## config.mk

```make
export PLATFORM = sky130hd
export DESIGN_NAME = rtf65002_insn_queue_flat
export DESIGN_NICKNAME = d
export VERILOG_FILES = /design/src/rtl/rtf65002_insn_queue_if.sv /design/src/rtl/rtf65002_insn_queue.sv /design/src/flat_wrapper.sv
export SDC_FILE = /design/constraint.sdc
export NUM_CORES = 1
export LEC_CHECK = 0
export ABC_CLOCK_PERIOD_IN_PS = 4380
export BUFFER_PORTS_ARGS = -buffer_cell sky130_fd_sc_hd__buf_2
export CAP_MARGIN = 25
export CORE_MARGIN = 2
export CORE_UTILIZATION = 25
export CTS_BUF_LIST = sky130_fd_sc_hd__clkbuf_8
export DETAILED_ROUTE_END_ITERATION = 8
export HOLD_SLACK_MARGIN = 0.12
export PLACE_DENSITY_LB_ADDON = 0.15
export SLEW_MARGIN = 20
export SYNTH_ARGS = -nofsm -noshare
export SYNTH_HDL_FRONTEND = slang
export SYNTH_SLANG_ARGS = --single-unit
```

## constraint.sdc

```tcl
create_clock -name clk_i -period 4.38 [get_ports clk_i]
set_clock_uncertainty 0.05 [all_clocks]
set_input_delay 0.438 -clock clk_i [delete_from_list [all_inputs] [get_ports clk_i]]
set_output_delay 0.438 -clock clk_i [all_outputs]
set_load 0.01 [all_outputs]
```

## src/rtl/rtf65002_insn_queue_if.sv

```systemverilog
// Instruction fetch bus between the prefetch queue and the memory side.
//   fetch_req_o  : word fetch request, held until fetch_ack_i
//   fetch_adr_o  : word-aligned fetch byte address
//   fetch_ack_i  : fetch data valid this cycle
//   fetch_dat_i  : fetched word, little-endian
// master = prefetch queue, slave = memory/bus responder.
interface rtf65002_insn_queue_if;
    logic        fetch_req_o;
    logic [31:0] fetch_adr_o;
    logic        fetch_ack_i;
    logic [31:0] fetch_dat_i;

    modport master (
        output fetch_req_o,
        output fetch_adr_o,
        input  fetch_ack_i,
        input  fetch_dat_i
    );

    modport slave (
        input  fetch_req_o,
        input  fetch_adr_o,
        output fetch_ack_i,
        output fetch_dat_i
    );
endinterface

```

## src/rtl/rtf65002_insn_queue.sv

```systemverilog
// Instruction prefetch queue: fetches aligned 32-bit words into a byte-wide
// circular buffer and presents the next 7 bytes to the decoder.
//   clk_i, rst_i     : clock, synchronous active-high reset
//   fbus             : fetch bus (request/address out, ack/data in)
//   flush_i/pc_i     : discard queue and restart fetch at a new byte address
//   ir_o             : next 7 queued bytes, opcode in [7:0]
//   avail_o          : valid bytes in queue
//   pc_o             : byte address of ir_o[7:0]
//   adv_i/adv_len_i  : consume adv_len_i bytes
//   adv_err_o        : one-cycle pulse when an advance was rejected
module rtf65002_insn_queue #(
    parameter int unsigned DEPTH    = 16,
    parameter logic [31:0] RESET_PC = 32'hFFFFFFF0
) (
    input  logic                        clk_i,
    input  logic                        rst_i,
    rtf65002_insn_queue_if.master       fbus,
    input  logic                        flush_i,
    input  logic [31:0]                 flush_pc_i,
    output logic [55:0]                 ir_o,
    output logic [4:0]                  avail_o,
    output logic [31:0]                 pc_o,
    input  logic                        adv_i,
    input  logic [3:0]                  adv_len_i,
    output logic                        adv_err_o
);
    localparam int unsigned PW = $clog2(DEPTH);
    localparam int unsigned CW = PW + 1;

    localparam logic [0:0] S_IDLE = 1'b0;
    localparam logic [0:0] S_WAIT = 1'b1;

    logic [0:0]    r_state;
    logic [PW-1:0] r_rd;
    logic [PW-1:0] r_wr;
    logic [CW-1:0] r_count;
    logic [31:0]   r_pc;
    logic [31:0]   r_adr;
    logic [31:0]   r_pend;
    logic [1:0]    r_skip;
    logic          r_drop;
    logic          r_err;
    logic [7:0]    r_mem [DEPTH];

    logic          w_ack;
    logic          w_wr_en;
    logic          w_free_ok;
    logic          w_adv_ok;
    logic          w_adv_bad;
    logic [2:0]    w_nbytes;
    logic [55:0]   w_ir;

    assign w_ack     = (r_state == S_WAIT) && fbus.fetch_ack_i;
    assign w_wr_en   = w_ack && !flush_i && !r_drop && !rst_i;
    assign w_free_ok = (CW'(DEPTH) - r_count) >= CW'(4);
    assign w_adv_ok  = adv_i && (CW'(adv_len_i) <= r_count);
    assign w_adv_bad = adv_i && (CW'(adv_len_i) > r_count);
    assign w_nbytes  = 3'd4 - {1'b0, r_skip};

    always_ff @(posedge clk_i) begin
        if (rst_i) begin
            r_state <= S_IDLE;
            r_rd    <= '0;
            r_wr    <= '0;
            r_count <= '0;
            r_pc    <= RESET_PC;
            r_adr   <= {RESET_PC[31:2], 2'b00};
            r_pend  <= '0;
            r_skip  <= RESET_PC[1:0];
            r_drop  <= 1'b0;
            r_err   <= 1'b0;
        end else if (flush_i) begin
            r_rd    <= '0;
            r_wr    <= '0;
            r_count <= '0;
            r_pc    <= flush_pc_i;
            r_skip  <= flush_pc_i[1:0];
            r_err   <= 1'b0;
            if (r_state == S_WAIT) begin
                // The bus cycle in flight must complete; its word is
                // discarded and the new address is issued afterwards.
                if (fbus.fetch_ack_i) begin
                    r_state <= S_IDLE;
                    r_adr   <= {flush_pc_i[31:2], 2'b00};
                    r_drop  <= 1'b0;
                end else begin
                    r_drop  <= 1'b1;
                    r_pend  <= {flush_pc_i[31:2], 2'b00};
                end
            end else begin
                r_adr <= {flush_pc_i[31:2], 2'b00};
            end
        end else begin
            r_err   <= w_adv_bad;
            r_count <= r_count + (w_wr_en ? CW'(w_nbytes) : '0)
                               - (w_adv_ok ? CW'(adv_len_i) : '0);
            if (w_adv_ok) begin
                r_rd <= r_rd + PW'(adv_len_i);
                r_pc <= r_pc + 32'(adv_len_i);
            end
            case (r_state)
                S_IDLE: begin
                    if (w_free_ok) r_state <= S_WAIT;
                end
                default: begin
                    if (w_ack) begin
                        r_state <= S_IDLE;
                        if (r_drop) begin
                            r_drop <= 1'b0;
                            r_adr  <= r_pend;
                        end else begin
                            r_wr   <= r_wr + PW'(w_nbytes);
                            r_adr  <= r_adr + 32'd4;
                            r_skip <= 2'b00;
                        end
                    end
                end
            endcase
        end
    end

    // Bytes skip..3 of the word land contiguously starting at r_wr.
    always_ff @(posedge clk_i) begin
        if (w_wr_en) begin
            for (int unsigned j = 0; j < 4; j++) begin
                if (j >= 32'(r_skip))
                    r_mem[PW'(32'(r_wr) + j - 32'(r_skip))] <= fbus.fetch_dat_i[8*j +: 8];
            end
        end
    end

    always_comb begin
        w_ir = '0;
        for (int unsigned k = 0; k < 7; k++)
            w_ir[8*k +: 8] = r_mem[PW'(32'(r_rd) + k)];
    end

    assign ir_o             = w_ir;
    assign avail_o          = 5'(r_count);
    assign pc_o             = r_pc;
    assign adv_err_o        = r_err;
    assign fbus.fetch_req_o = (r_state == S_WAIT);
    assign fbus.fetch_adr_o = r_adr;
endmodule

```

## src/flat_wrapper.sv

```systemverilog
// flat-port wrapper written by rule: the top's interface ports become plain ports
module rtf65002_insn_queue_flat 
#(
    parameter int unsigned DEPTH    = 16,
    parameter logic [31:0] RESET_PC = 32'hFFFFFFF0
)
  (clk_i, rst_i, flush_i, flush_pc_i, ir_o, avail_o, pc_o, adv_i, adv_len_i, adv_err_o, fbus_fetch_req_o, fbus_fetch_adr_o, fbus_fetch_ack_i, fbus_fetch_dat_i);
  rtf65002_insn_queue_if fbus_i ();
  input  logic clk_i;
  input  logic rst_i;
  input  logic flush_i;
  input  logic [31:0] flush_pc_i;
  output logic [55:0] ir_o;
  output logic [4:0] avail_o;
  output logic [31:0] pc_o;
  input  logic adv_i;
  input  logic [3:0] adv_len_i;
  output logic adv_err_o;
  output wire logic [$bits(fbus_i.fetch_req_o)-1:0] fbus_fetch_req_o;
  output wire logic [$bits(fbus_i.fetch_adr_o)-1:0] fbus_fetch_adr_o;
  input wire logic [$bits(fbus_i.fetch_ack_i)-1:0] fbus_fetch_ack_i;
  input wire logic [$bits(fbus_i.fetch_dat_i)-1:0] fbus_fetch_dat_i;
  assign fbus_fetch_req_o = fbus_i.fetch_req_o;
  assign fbus_fetch_adr_o = fbus_i.fetch_adr_o;
  assign fbus_i.fetch_ack_i = fbus_fetch_ack_i;
  assign fbus_i.fetch_dat_i = fbus_fetch_dat_i;
  rtf65002_insn_queue #(.DEPTH(DEPTH), .RESET_PC(RESET_PC)) u_core (.clk_i(clk_i), .rst_i(rst_i), .fbus(fbus_i), .flush_i(flush_i), .flush_pc_i(flush_pc_i), .ir_o(ir_o), .avail_o(avail_o), .pc_o(pc_o), .adv_i(adv_i), .adv_len_i(adv_len_i), .adv_err_o(adv_err_o));
endmodule
```

==> Word level (Yosys, flattened, before mapping) <==
Memories as Yosys holds them, arrays and structs flattened. A register that Yosys moved wholly into a read port is not among the register bits.
Index checks and enable logic that the tools add are counted.
{ "word_totals": {"reg_bits": 112, "ram_bits": 128, "inputBits": 73, "out_inout_bits": 127, "elab_cells": 97, "mem_count": 1} }
{ "memory_table": {"columns": ["name", "words", "width", "rd", "rd_clocked_by_memory_dff", "wr", "line_no", "source"], "rows": [
  ["u_core.r_mem", 16, 8, 7, 1, 4, "rtf65002_insn_queue.sv:43", "logic [7:0] r_mem [DEPTH];"]
]} }
{ "classes": {"addsub": 21, "n_lt_le_gt_ge": 6, "n_eq_ne": 2, "n_mux": 37, "bitwise_logic": 2, "n_reduce_logical": 18} }
{ "ops": {"columns": ["cell", "count"], "rows": [
  ["two-way mux 32 bit", 8],
  ["adder 32 x 3 -> 32 bit, second input constant", 1],
  ["adder 32 x 4 -> 32 bit", 1],
  ["two-way mux 1 bit", 21],
  ["adder 4 x 2 -> 4 bit, second input constant", 4],
  ["subtractor 4 x 2 -> 4 bit", 4],
  ["adder 4 x 3 -> 4 bit, second input constant", 3],
  ["two-way mux 4 bit", 3],
  ["AND reduction 3 bit", 4],
  ["adder 4 x 1 -> 4 bit, second input constant", 2],
  ["two-way mux 2 bit", 4],
  ["logical AND 1 bit", 6],
  ["nonzero test 2 bit", 3],
  ["adder 5 bit", 1],
  [">= comparator 5 x 3 -> 1 bit, second input constant", 1],
  ["greater-than comparator 4 x 5 -> 1 bit", 1],
  ["<= comparator 4 x 5 -> 1 bit", 1],
  ["subtractor 5 bit", 1],
  ["subtractor 5 bit, first input constant", 1],
  ["adder 4 x 3 -> 4 bit", 1],
  ["adder 4 bit", 1],
  [">= comparator 1 x 2 -> 1 bit, first input constant", 2],
  ["zero test 1 bit", 3],
  ["two-way mux 3 bit", 1],
  ["7 further kinds", 8]
]} }

==> Depth between registers and ports, before layout <==
{ "depth": {"depth_word": 7, "mapped_depth": 17, "ltp_nobuf": 16} }

==> Least setup slack after synthesis <==
Ideal clock, no wire load.
{ "synth_timing": {"path_type": "reg-to-output", "startpoint": "reg u_core.r_rd[0]", "endpoint": "out ir_o[24]", "arrival_time_ps": 3499, "t_required_ps": 3892, "setup_slack_ps": 393, "path_stages_with_launch": 11, "path_buffers": 6, "path_cell_list": "dfxtp_1 > clkbuf_1 > buf_2 > buf_4 > clkbuf_1 > inv_1 > ha_1 > buf_2 > buf_1 > mux4_2 > mux4_2"} }
{ "synth_via": {"elab_chain_len": 2} }
{ "synth_lines": {"columns": ["element", "line_no", "source"], "rows": [
  ["start, declared", "rtf65002_insn_queue.sv:34", "logic [PW-1:0] r_rd;"],
  ["start signal, assigned", "rtf65002_insn_queue.sv:98", "r_rd <= r_rd + PW'(adv_len_i);"],
  ["adder 4 x 2 -> 4 bit", "rtf65002_insn_queue.sv:135", "w_ir[8*k +: 8] = r_mem[PW'(32'(r_rd) + k)];"],
  ["memory (16 x 8 bit)", null, null],
  ["end, declared", "flat_wrapper.sv:13", "output logic [55:0] ir_o;"]
]} }
No other way between the ends.

==> results.cfg <==
[finish]
syn_to_final_growth_pct = 16.4
multi_input_comb_area_sq_mm = 0.0129
regArea_sq_mm = 0.00613
fill_cells = 8292
final_nets = 2175
layout-drive-gt1-share_pct = 26.2

[worst_setup_path]
cp.required_ns = 4.59
cp-startpoint = u_core.r_skip[1]$_SDFFE_PP0P_
critPathCaptureType = flip-flop
path_buf_inv = 2
start_kind = flip-flop
crit_fanout = 9
crit_family = simple AND/OR/NAND/NOR gates
crit_chain = inv_1, ha_1, inv_1, ha_1, fa_1, xor3_1, nor2_1, nand3_1, and2_1, o211ai_1
r2r-start = u_core.r_skip[1]$_SDFFE_PP0P_
worstSetupPathType = flip-flop to flip-flop
reg2regPathDepth = 10
crit_cells = 10
max_stage_delay_ns = 0.44
crit_arrival_ns = 4.05
critical-path-slowest-cell = dfxtp_1

[clocking]
clock_latency_ns = 0.68
tritoncts = yes
cts_setup_buffers = 0
cts_num_sinks = 242
cts_resized = 0
clockBufferDepth = 3
numCtsBuffers = 47
cts-root-buf = clkbuf_8
clkTransAtPathRegs_ns = 0.06
cts_max_level = 2

[floorplan]
initial_core_util_pct = 25.3
rows = 103
die-height_um = 286
ios = 200
die_area_sq_mm = 0.0819
core_area_sq_mm = 0.0789
die_x_um = 286

[outcome]
outcome = finished, final reports clean

[global_routing]
grt_pass1_wl_um = 131000
grt_pass1_vias = 17370
grt_use_total_pct = 21.9
antenna_found_initial = 20
overflow = 0
grt_max_degree = 132

[route]
via_count = 18404
wirelength_um = 92400
remaining_drc_errors = 0
drt_iter0_drc = 2270
drt-pass1-iter-count = 6
routedWlPerCell_um = 29.3
drt-vias-per-instance = 5.84
postRouteAntennaNets = 0

[timing]
fin_crit_ns = 3.84
rsz0062_at_grt = false
max_freq_mhz = 261
setup_viol = 0
period_share_pct = 87.6
maxSlewViolCount = 0
slew_headroom_pct = 33.6
hold_viol = 0
tightest_slew_ns = 0.991
fin_setup_tns_ns = 0

[synth]
synth_ff_type = edfxtp_1
ys_types = 74
post-synth-top-area-cell = mux4_2
ys_seq_elements = 242
yosysMostFrequentCell = a21oi_1
synthCells = 1919
synth.area.top_cells = mux4_2 (24%), edfxtp_1 (19%), dfxtp_1 (11%)
synth_edf_count = 128
ys_seq_area_share_pct = 30.8
synth_commonest_cells = a21oi_1 (210), mux4_2 (208), nand2_1 (148)
ys.warnings.count = 0
synthArstFlopShare_pct = 0
netlist_area_sq_mm = 0.0199
synth.avg_cell_area_sq_um = 10.4
synth_top_cell_area_share_pct = 23.5

[placement]
place_congestion = 0.883
dpl.hpwl_um = 68000
port_buffers = 197

[min_path]
hp-class = input pin to flip-flop
min_path_cells = 3
min-delay-start = rst_i

[job]
cap_viol_max_count = 0

[power]
p_leak_nw = 7.75
peakVddDrop_uv = 209
cellPowerDensity_mw_per_mm2 = 338
total_power_w = 0.00783
## cells in the final DEF (no fill, tap or decap), types with 13 or more instances in the layout
master         count
xnor2_1           15
a211oi_1          35
mux4_2           208
nor2b_1           14
edfxtp_1         128
clkbuf_8          55
and3_1            31
a21oi_1          209
dfxtp_1          111
ha_1              37
o211ai_1          21
nand3_1           58
nand4_1           27
mux2i_1          142
nor4_1            13
dlygate4sd3_1     33
inv_1             62
nor2_1            74
xor2_1            14
and2_1            26
o22ai_1          140
buf_4             38
nor3_1            29
nand2_1          148
buf_2            197
o21ai_0           41
## worst paths after layout
kind | end | slack [ns]
max | u_core.r_mem[8][7]$_DFFE_PP_ | 0.54
min | u_core.r_wr[3]$_SDFFE_PP0P_ | 0.19
max reg2reg | u_core.r_mem[8][7]$_DFFE_PP_ | 0.54
min reg2reg | u_core.r_pend[5]$_SDFFE_PP0P_ | 0.40
## state kept, by name (all words and copies together) (netlist names), named ones only
name,count
u_core.r_mem,128
u_core.pc_o,32
u_core.fbus.fetch_adr_o,30
u_core.r_pend,30
u_core.avail_o,5
u_core.r_rd,4
u_core.r_wr,4
u_core.r_skip,2
u_core.adv_err_o,1
u_core.fbus.fetch_req_o,1
u_core.r_drop,1
## report_power, final
group          internal [W]  total, W  switching [W]
registers           0.00249   0.00266       0.000174
clock network       0.00128   0.00237        0.00110
logic               0.00121   0.00280        0.00159
## per-layer routing
metal	part of all wire, %	track usage (%)	wire [um]	vias up
met5	0.16	0	151	-
met4	3.3	7.11	3050	26
met3	8.6	5.18	7960	216
met2	45	33.5	41100	990
met1	43	30.4	40000	9244
li1	-	-	-	7928
## metrics by stage
step	hold WS [ns]	instance area, sq um	worst slack, ns	instances	util, %
detailed placement	0.396	21900	0.566	3022	27.7
global placement	0.392	21900	0.649	3022	27.7
floorplan	0.383	19900	0.393	1920	-
finish	0.190	23200	0.544	3149	29.4
global route	0.198	23200	0.243	3149	29.4
CTS	0.148	23200	0.458	3142	29.4
## cells by family (layout without fill, tap and decap cells)
group / after synthesis / in the layout / share of synthesized area, %
adders and majority gates: 48 / 48 / 3.39
other: 1 / 9 / 0.0188
DFF: 242 / 242 / 30.8
AOI/OAI and AO/OA: 531 / 531 / 16.4
muxes: 352 / 352 / 30.8
xor gates and xnor gates: 34 / 34 / 1.78
buffers and inverters: 238 / 410 / 4.84
and+or+nand+nor: 473 / 473 / 12.1
## worst reg2reg max path, stage by stage, from the launching register on
cell and delay (ns):
dfxtp_1 0.44, inv_1 0.12, ha_1 0.32, inv_1 0.07, ha_1 0.21, fa_1 0.41, xor3_1 0.28, nor2_1 0.41
nand3_1 0.37, and2_1 0.36, o211ai_1 0.39
## area by class of cell
type	instances	area share [%]
Antenna cell	7	0.0756
Clock buffer	55	3.27
Clock inverter	32	0.907
Inverter	52	0.842
Multi-Input combinational cell	1440	55.6
Sequential cell	242	26.5
Tap cell	1050	5.67
Timing Repair Buffer	271	7.17
## what timing repair did
| item | in CTS | in global routing |
|---|---|---|
| endpoints found under the setup margin | 0 | 0 |
| endpoints found under the hold margin | 53 | 0 |
| hold buffers | 33 | 0 |
No activity file was read; power rests on OpenSTA's default activity.
